[src/rtl/uart_pkg.sv]
// Shared UART transmit definitions: FSM state encoding and line levels.
// Build option: UART_TX_PARITY_EN adds the PARITY state.
package uart_pkg;

    typedef enum logic [2:0] {
        IDLE   = 3'd0,
        START  = 3'd1,
        DATA   = 3'd2,
`ifdef UART_TX_PARITY_EN
        PARITY = 3'd3,
`endif
        STOP   = 3'd4
    } tx_state_e;

    localparam logic START_BIT  = 1'b0;
    localparam logic STOP_BIT   = 1'b1;
    localparam logic IDLE_LEVEL = 1'b1;

endpackage

[src/rtl/uart_tx_ctrl_if.sv]
// Request/serial-line bundle between a UART TX requester and uart_tx_ctrl.
// PAR_EN/PAR_TYP stay on the bundle in every build (UART_TX_PARITY_EN only changes their use).
interface uart_tx_ctrl_if #(
    parameter int unsigned DATA_WIDTH = 8
);
    logic [DATA_WIDTH-1:0] P_DATA;
    logic                  Data_Valid;
    logic                  PAR_EN;
    logic                  PAR_TYP;
    logic                  TX_OUT;
    logic                  Busy;

    modport master (
        output P_DATA,
        output Data_Valid,
        output PAR_EN,
        output PAR_TYP,
        input  TX_OUT,
        input  Busy
    );

    modport slave (
        input  P_DATA,
        input  Data_Valid,
        input  PAR_EN,
        input  PAR_TYP,
        output TX_OUT,
        output Busy
    );
endinterface

[src/rtl/uart_tx_serializer.sv]
// LSB-first payload shift register; ser_bit_c is the bit currently at the LSB.
// Independent of UART_TX_PARITY_EN.
module uart_tx_serializer #(
    parameter int unsigned DATA_WIDTH = 8
) (
    input  logic                  CLK,
    input  logic                  RST,
    input  logic                  load,
    input  logic                  shift_en,
    input  logic [DATA_WIDTH-1:0] load_data,
    output logic                  ser_bit_c
);

    logic [DATA_WIDTH-1:0] shreg_q;

    // Load wins over shift; the controller never asserts both together.
    always_ff @(posedge CLK) begin
        if (!RST) begin
            shreg_q <= '0;
        end else if (load) begin
            shreg_q <= load_data;
        end else if (shift_en) begin
            shreg_q <= shreg_q >> 1;
        end
    end

    assign ser_bit_c = shreg_q[0];

endmodule

[src/rtl/uart_tx_ctrl.sv]
// UART transmit controller: accepts a word, sends start/data/[parity]/stop with registered line and Busy.
// Build option: define UART_TX_PARITY_EN to enable the optional parity slot (PAR_EN/PAR_TYP).
module uart_tx_ctrl
    import uart_pkg::*;
#(
    parameter int unsigned DATA_WIDTH = 8
) (
    input  logic           CLK,
    input  logic           RST,
    uart_tx_ctrl_if.slave  tx_if
);

    localparam int unsigned           CNT_W    = (DATA_WIDTH > 1) ? $clog2(DATA_WIDTH) : 1;
    localparam logic [CNT_W-1:0]      LAST_BIT = CNT_W'(DATA_WIDTH - 1);

    tx_state_e             state_q;
    tx_state_e             state_d;
    logic [CNT_W-1:0]      cnt_q;
    logic [CNT_W-1:0]      cnt_d;
    logic                  tx_out_q;
    logic                  tx_out_d;
    logic                  busy_q;
    logic                  busy_d;
    logic                  load_c;
    logic                  shift_c;
    logic                  ser_bit_c;
    logic [DATA_WIDTH-1:0] p_data_c;

    assign p_data_c = tx_if.P_DATA;

`ifdef UART_TX_PARITY_EN
    logic [DATA_WIDTH-1:0] data_q;
    logic                  par_en_q;
    logic                  par_typ_q;
    logic                  parity_c;

    // Frame settings frozen at acceptance so later input changes cannot leak in.
    always_ff @(posedge CLK) begin
        if (!RST) begin
            data_q    <= '0;
            par_en_q  <= 1'b0;
            par_typ_q <= 1'b0;
        end else if (load_c) begin
            data_q    <= p_data_c;
            par_en_q  <= tx_if.PAR_EN;
            par_typ_q <= tx_if.PAR_TYP;
        end
    end

    assign parity_c = (^data_q) ^ par_typ_q;
`else
    logic unused_par_c;
    assign unused_par_c = tx_if.PAR_EN ^ tx_if.PAR_TYP;
`endif

    uart_tx_serializer #(
        .DATA_WIDTH (DATA_WIDTH)
    ) u_serializer (
        .CLK       (CLK),
        .RST       (RST),
        .load      (load_c),
        .shift_en  (shift_c),
        .load_data (p_data_c),
        .ser_bit_c (ser_bit_c)
    );

    always_ff @(posedge CLK) begin
        if (!RST) begin
            state_q <= IDLE;
        end else begin
            state_q <= state_d;
        end
    end

    // Next state plus the line/Busy values that state will present, so outputs register alongside it.
    always_comb begin
        state_d  = state_q;
        load_c   = 1'b0;
        shift_c  = 1'b0;
        tx_out_d = IDLE_LEVEL;
        cnt_d    = '0;

        case (state_q)
            IDLE: begin
                if (tx_if.Data_Valid) begin
                    state_d = START;
                    load_c  = 1'b1;
                end
            end
            START: begin
                state_d = DATA;
            end
            DATA: begin
                if (cnt_q == LAST_BIT) begin
`ifdef UART_TX_PARITY_EN
                    state_d = par_en_q ? PARITY : STOP;
`else
                    state_d = STOP;
`endif
                end else begin
                    cnt_d = cnt_q + CNT_W'(1);
                end
            end
`ifdef UART_TX_PARITY_EN
            PARITY: begin
                state_d = STOP;
            end
`endif
            STOP: begin
                state_d = IDLE;
            end
            default: begin
                state_d = IDLE;
            end
        endcase

        case (state_d)
            START: tx_out_d = START_BIT;
            DATA: begin
                tx_out_d = ser_bit_c;
                shift_c  = 1'b1;
            end
`ifdef UART_TX_PARITY_EN
            PARITY: tx_out_d = parity_c;
`endif
            STOP:    tx_out_d = STOP_BIT;
            default: tx_out_d = IDLE_LEVEL;
        endcase

        busy_d = (state_d != IDLE);
    end

    always_ff @(posedge CLK) begin
        if (!RST) begin
            cnt_q    <= '0;
            tx_out_q <= IDLE_LEVEL;
            busy_q   <= 1'b0;
        end else begin
            cnt_q    <= cnt_d;
            tx_out_q <= tx_out_d;
            busy_q   <= busy_d;
        end
    end

    assign tx_if.TX_OUT = tx_out_q;
    assign tx_if.Busy   = busy_q;

endmodule
[src/flat_wrapper.sv]
// flat-port wrapper written by rule: the top's interface ports become plain ports
module uart_tx_ctrl_flat import uart_pkg::*;
#(
    parameter int unsigned DATA_WIDTH = 8
)
  (CLK, RST, tx_if_P_DATA, tx_if_Data_Valid, tx_if_PAR_EN, tx_if_PAR_TYP, tx_if_TX_OUT, tx_if_Busy);
  uart_tx_ctrl_if #(.DATA_WIDTH(DATA_WIDTH)) tx_if_i ();
  input  logic CLK;
  input  logic RST;
  input wire logic [$bits(tx_if_i.P_DATA)-1:0] tx_if_P_DATA;
  input wire logic [$bits(tx_if_i.Data_Valid)-1:0] tx_if_Data_Valid;
  input wire logic [$bits(tx_if_i.PAR_EN)-1:0] tx_if_PAR_EN;
  input wire logic [$bits(tx_if_i.PAR_TYP)-1:0] tx_if_PAR_TYP;
  output wire logic [$bits(tx_if_i.TX_OUT)-1:0] tx_if_TX_OUT;
  output wire logic [$bits(tx_if_i.Busy)-1:0] tx_if_Busy;
  assign tx_if_i.P_DATA = tx_if_P_DATA;
  assign tx_if_i.Data_Valid = tx_if_Data_Valid;
  assign tx_if_i.PAR_EN = tx_if_PAR_EN;
  assign tx_if_i.PAR_TYP = tx_if_PAR_TYP;
  assign tx_if_TX_OUT = tx_if_i.TX_OUT;
  assign tx_if_Busy = tx_if_i.Busy;
  uart_tx_ctrl #(.DATA_WIDTH(DATA_WIDTH)) u_core (.CLK(CLK), .RST(RST), .tx_if(tx_if_i));
endmodule
[config.mk]
export PLATFORM = sky130hd
export DESIGN_NAME = uart_tx_ctrl_flat
export DESIGN_NICKNAME = d
export VERILOG_FILES = /design/src/rtl/uart_pkg.sv /design/src/rtl/uart_tx_ctrl_if.sv /design/src/rtl/uart_tx_serializer.sv /design/src/rtl/uart_tx_ctrl.sv /design/src/flat_wrapper.sv
export SDC_FILE = /design/constraint.sdc
export NUM_CORES = 1
export LEC_CHECK = 0
export CORE_MARGIN = 2
export CORE_UTILIZATION = 43
export CTS_CLUSTER_DIAMETER = 50
export DETAILED_ROUTE_END_ITERATION = 6
export PLACE_DENSITY = 0.69
export SKIP_CTS_REPAIR_TIMING = 1
export SYNTH_ARGS = -nofsm -noshare
export SYNTH_HDL_FRONTEND = slang
export SYNTH_HIERARCHICAL = 1
export SYNTH_SLANG_ARGS = --single-unit
[constraint.sdc]
create_clock -name CLK -period 2.1 [get_ports CLK]
set_input_delay 0.42 -clock CLK [delete_from_list [all_inputs] [get_ports CLK]]
set_output_delay 0.42 -clock CLK [all_outputs]
set_load 0.05 [all_outputs]
==> results of run 1 <==
cell usage in the layout, fill, tap and decap left out, drive strengths merged:
cell and count:
a211oi 1, a21boi 1, a21oi 2, a31o 1
buf 4, clkbuf 3, clkdlybuf4s50 12, dfxtp 16
ha 2, inv 1, mux2 7, nand2 1
nand2b 9, nand4bb 1, nor2 3, nor3 2
nor3b 2, o211a 7, or3b 4, or4b 1
state kept, by name, indices dropped and copies added, names as in the netlist:
signal and cells:
u_core/u_serializer/shreg_q 8, u_core/cnt_q 3, u_core/state_q 3, u_core/tx_if.Busy 1
u_core/tx_if.TX_OUT 1
worst register-to-register path, cell delays in order, from the launching register on:
cell,delay [ns]
dfxtp_2,0.33
ha_2,0.19
ha_4,0.16
or3b_4,0.42
a21oi_4,0.17
buf_8,0.16
mux2_4,0.30
o211a_1,0.22
cells by family after synthesis:
group	synth area share (%)
simple gates	20.9
compound gates	14.2
mux	14.4
flops	43.8
fa+ha+maj	3.42
buf+inv	3.25
power breakdown:
group | internal, W | total, W | switching (W)
Sequential | 0.000327 | 0.000341 | 0.0000147
Clock | 0.0000664 | 0.000156 | 0.0000891
Combinational | 0.0000891 | 0.000147 | 0.0000583
Total | 0.000482 | 0.000644 | 0.000162
path summary, 6_finish.rpt:
check | from | end | cells after the start
setup / recovery | u_core/cnt_q[0] | u_core/u_serializer/shreg_q[5] | 7
hold / removal | u_core/cnt_q[0] | u_core/cnt_q[0] | 1
setup reg to reg | u_core/cnt_q[0] | u_core/u_serializer/shreg_q[5] | 7
hold reg to reg | u_core/cnt_q[0] | u_core/cnt_q[0] | 1
per-stage QoR:
stage / setup TNS [ns] / std cells / cell area [µm²] / hold slack [ns]
6_report: 0 / 96 / 941 / 0.418
5_1_grt: -0.00445 / 96 / 941 / 0.429
4_1_cts: 0 / 96 / 903 / 0.441
3_5_place_dp: 0 / 93 / 881 / 0.428
3_3_place_gp: 0 / 93 / 881 / 0.416
2_1_floorplan: 0 / 64 / 731 / 0.408
layout make-up:
type                            count  area (µm²)  area share (%)
Multi-Input combinational cell     44         415            44.1
Sequential cell                    16         322            34.2
Timing Repair Buffer               16         158            16.8
Clock buffer                        3        22.5            2.39
Tap cell                           16        20.0            2.13
Inverter                            1        3.75           0.399
metal layers:
layer / vias to the layer above / GRT usage (%)
li1: 264 / -
met4: 0 / 10.6
met5: - / 0
met2: 8 / 18.6
met3: 2 / 3.60
met1: 239 / 19.2
==> results.json, run 1 <==
{
  "path_class": "register to register",
  "vias_per_cell": 5.34,
  "grt_antenna_before_repair": 0,
  "syn_area_um2": 731,
  "avgSynthCellArea_um2": 11.4,
  "synth_fp_nets": 79,
  "die_h_um": 45.2,
  "period_share_pct": 97.0,
  "grt_max_degree": 17,
  "dp_slack_ns": 0.0631,
  "row_count": 14,
  "synth_cells": 64,
  "ir_worst_vdd_mv": 0.328,
  "synthFlopType": "dfxtp_1",
  "reg2reg_slack_ns": 0.06,
  "grt_pass1_wl_mm": 2.01,
  "drive_gt1_share_pct": 25.0,
  "synth_top_area_share_pct": 43.8,
  "area_delta_synth_final_pct": 28.8,
  "post_drt_wl_per_cell_um": 13.4,
  "ys_ff_latch": 16,
  "final_util_pct": 61.0,
  "root_buffer": "clkbuf_4",
  "crit_family": "simple AND/OR/NAND/NOR gates",
  "path_clk_slew_ns": 0.08,
  "leakagePower_nw": 0.424,
  "dr_wl_met3_um": 50,
  "yosys.cell_count.top_type": "dfxtp_1",
  "fin_ws_ns": 0.0634,
  "cp.required_ns": 2.27,
  "fmax_ghz": 0.491,
  "totalWireLength_mm": 1.28,
  "startpoint_type": "register",
  "num_antenna_cells": 0,
  "cp.arrival_ns": 2.21,
  "cpPeakStageDelay_ns": 0.42,
  "fin_skew_ns": 0.00522,
  "port_buffers": 12,
  "globalRouteOverflowTotal": 0,
  "slowest_stage": "or3b_4",
  "finish.net_count": 97,
  "post-route-drc-count": 0,
  "final_antenna_net_count": 0,
  "synth_edf_count": 0,
  "outcome": "complete, no violations",
  "yosysSeqAreaShare_pct": 43.8,
  "wl_met1_um": 626,
  "yosys.area.top_type": "dfxtp_1",
  "nFillCells": 142,
  "path_cells": "ha_2, ha_4, or3b_4, a21oi_4, buf_8, mux2_4, o211a_1",
  "clock_sinks": 16,
  "maxCapViolCount": 0,
  "drtIter0Drc": 2,
  "clk-insertion-delay-late_ns": 0.28,
  "total_power_w": 0.000644,
  "core_um2": 1540,
  "power_density_nw_per_um2": 685,
  "ys_top_cells_by_area": "dfxtp_1, mux2_4, o211a_1",
  "grt.total_usage_pct": 14.0,
  "worst_slew_pin_slew_ns": 0.488,
  "wl_met2_um": 590,
  "setup_viol": 0,
  "min_period_ns": 2.04,
  "ys_async_sr_fraction_pct": 0,
  "yosysWarningCount": 6,
  "gp_congestion": 0.684,
  "synth_cell_type_count": 21,
  "via_count": 513,
  "hp-class": "register to register",
  "cts_buffers": 3,
  "die_w_um": 45.2,
  "io_pins": 15,
  "finalHoldViolCount": 0,
  "max-slew-margin-rel_pct": 67.4,
  "slew_violations": 0,
  "h-tree-depth": 1,
  "die_area_um2": 2040,
  "dr.max_layer_used": "met4",
  "first_pass_iters": 2,
  "cp.buffers_inverters": 1,
  "clockBufferDepth": 2,
  "grt_pass1_vias": 477,
  "synthTopCellsByCount": "dfxtp_1, nand2b_1, mux2_4, o211a_1",
  "end_kind": "register",
  "cts_tree": "built",
  "cp_max_fo": 8,
  "initial_core_util_pct": 47.4,
  "dp_hpwl_um": 835
}
(Power assumes the default switching activity.)
==> inputs of run 2 (changes only) <==
- CTS_BUF_LIST: not set -> sky130_fd_sc_hd__clkbuf_16
- SLEW_MARGIN: not set -> 40
==> run 2 against run 1 <==
Compared with the run above: setup slack gained 0.012 ns; sequential power is essentially flat; total power grew 31%; count of clock-buffer cells in the layout is the same; clock power grew 130%; non-clock buffer count is the same; highest routed layer unchanged; hold slack lost 0.0088 ns; clock skew shrank 0.0033 ns; first-iteration DRC count grew to 3.0 times the previous value; die area is the same; combinational power is essentially flat.
==> results.json, run 2 (same netlist as run 1, synthesis figures left out) <==
{
  "finish.net_count": 97,
  "layout_common_cells": "dfxtp_1, clkdlybuf4s50_1, nand2b_1",
  "row_count": 14,
  "path_class": "register to register",
  "clock_sinks": 16,
  "final_common_cell": "dfxtp_1",
  "slew_violations": 0,
  "post_dp_cell_area_um2": 881,
  "reg2reg_slack_ns": 0.07,
  "busiest_layer": "met1",
  "die_h_um": 45.2,
  "hold_depth": 1,
  "total_power_w": 0.000843,
  "multi_input_area_um2": 403,
  "outcome": "complete, no violations",
  "seqCellArea_um2": 322,
  "final_antenna_net_count": 0,
  "met2_usage_pct": 19.4,
  "area_delta_synth_final_pct": 34.2,
  "grt_pass1_wl_mm": 2.06,
  "fmax_ghz": 0.494,
  "core_um2": 1540,
  "cp.arrival_ns": 2.15,
  "end_kind": "register",
  "gp_congestion": 0.684,
  "top_register": "u_core/u_serializer/shreg_q",
  "nFillCells": 135,
  "cp.required_ns": 2.23,
  "fin_skew_ns": 0.00196,
  "maxCapViolCount": 0,
  "largest_reg_flops": 8,
  "root_buffer": "clkbuf_16",
  "grt_max_degree": 17,
  "max-slew-margin-rel_pct": 67.4,
  "globalRouteOverflowTotal": 0,
  "power_density_nw_per_um2": 859,
  "grt_pass1_vias": 476,
  "top_regs": "u_core/u_serializer/shreg_q: 8 flops, u_core/cnt_q: 3 flops, u_core/state_q: 3 flops",
  "h-tree-depth": 1,
  "hp-start": "u_core/cnt_q[0]",
  "cts_buffers": 3,
  "met3_usage_pct": 3.60,
  "worst_r2r_startpoint": "u_core/cnt_q[0]",
  "r2r-end": "u_core/u_serializer/shreg_q[2]",
  "setup_viol": 0,
  "totalWireLength_mm": 1.24,
  "post-route-drc-count": 0,
  "vias_per_cell": 5.35,
  "die_area_um2": 2040,
  "stdcell_area_um2": 981,
  "port_buffers": 12,
  "period_share_pct": 96.4,
  "worst_slew_pin_slew_ns": 0.488,
  "grt_antenna_before_repair": 0,
  "dp_hpwl_um": 835,
  "hp-class": "register to register",
  "grt.total_usage_pct": 14.4,
  "clockBufferDepth": 2,
  "cp_max_fo": 8,
  "die_w_um": 45.2,
  "cts_tree": "built",
  "first_pass_iters": 2,
  "min_period_ns": 2.03,
  "finalHoldViolCount": 0,
  "post_drt_wl_per_cell_um": 12.9,
  "ir_worst_vdd_mv": 0.496,
  "path_clk_slew_ns": 0.05,
  "drtIter0Drc": 6,
  "holdPathEnd": "u_core/cnt_q[0]",
  "io_pins": 15,
  "r2r_cells": 7,
  "leakagePower_nw": 0.450,
  "drive_gt1_share_pct": 23.8,
  "grtUsageMet1_pct": 19.5,
  "clk-insertion-delay-late_ns": 0.24,
  "num_antenna_cells": 0,
  "initial_core_util_pct": 47.4,
  "via_count": 514,
  "startpoint_type": "register"
}
-- run 2: cell counts in the layout (fill, tap and decap cells not counted) --
No cell type changed its count.
-- run 2: cell type report --
| type | count | share of cell area, % |
|---|---|---|
| Multi-Input combinational cell | 44 | 41.1 |
| Sequential cell | 16 | 32.8 |
| Clock buffer | 3 | 7.65 |
| Tap cell | 16 | 2.04 |
| Inverter | 1 | 0.383 |
| Timing Repair Buffer | 16 | 16.1 |
-- run 2: worst max-delay path: stages (launching register included) --
cell,delay (ns)
dfxtp_2,0.31
ha_1,0.19
ha_2,0.17
or3b_4,0.41
a21oi_4,0.17
buf_8,0.16
mux2_4,0.30
o211a_1,0.21
-- run 2: worst max path at each step --
stage,slack (ns),end,depth (start not counted),start
2_1_floorplan,0.11,u_core/u_serializer/shreg_q[0],7,u_core/cnt_q[0]
3_3_place_gp,0.07,u_core/u_serializer/shreg_q[2],7,u_core/cnt_q[0]
3_5_place_dp,0.06,u_core/u_serializer/shreg_q[2],7,u_core/cnt_q[0]
4_1_cts,0.05,u_core/u_serializer/shreg_q[2],7,u_core/cnt_q[0]
5_1_grt,-0.01,u_core/u_serializer/shreg_q[5],7,u_core/cnt_q[0]
6_report,0.07,u_core/u_serializer/shreg_q[2],7,u_core/cnt_q[0]
-- run 2: report_power, final --
group / leakage (nW) / switching [W] / internal, W
Combinational: 0.281 / 0.0000572 / 0.0000891
Sequential: 0.132 / 0.0000148 / 0.000328
Clock: 0.0370 / 0.000105 / 0.000249
Total: 0.450 / 0.000177 / 0.000666
-- run 2: routing by layer --
metal / part of all wire [%] / vias to the layer above
li1: - / 263
met1: 52 / 241
met2: 42 / 8
met3: 4.0 / 2
met4: 1.2 / 0
met5: 0 / -
-- run 2: metrics by stage --
stage	setup TNS, ns	hold WS, ns	setup slack, ns	util, %	std cells
2_1_floorplan	0	0.408	0.113	-	64
3_3_place_gp	0	0.416	0.0729	57.1	93
3_5_place_dp	0	0.428	0.0631	57.1	93
4_1_cts	0	0.434	0.0538	62.0	96
5_1_grt	-0.0257	0.419	-0.0148	63.6	96
6_report	0	0.409	0.0749	63.6	96
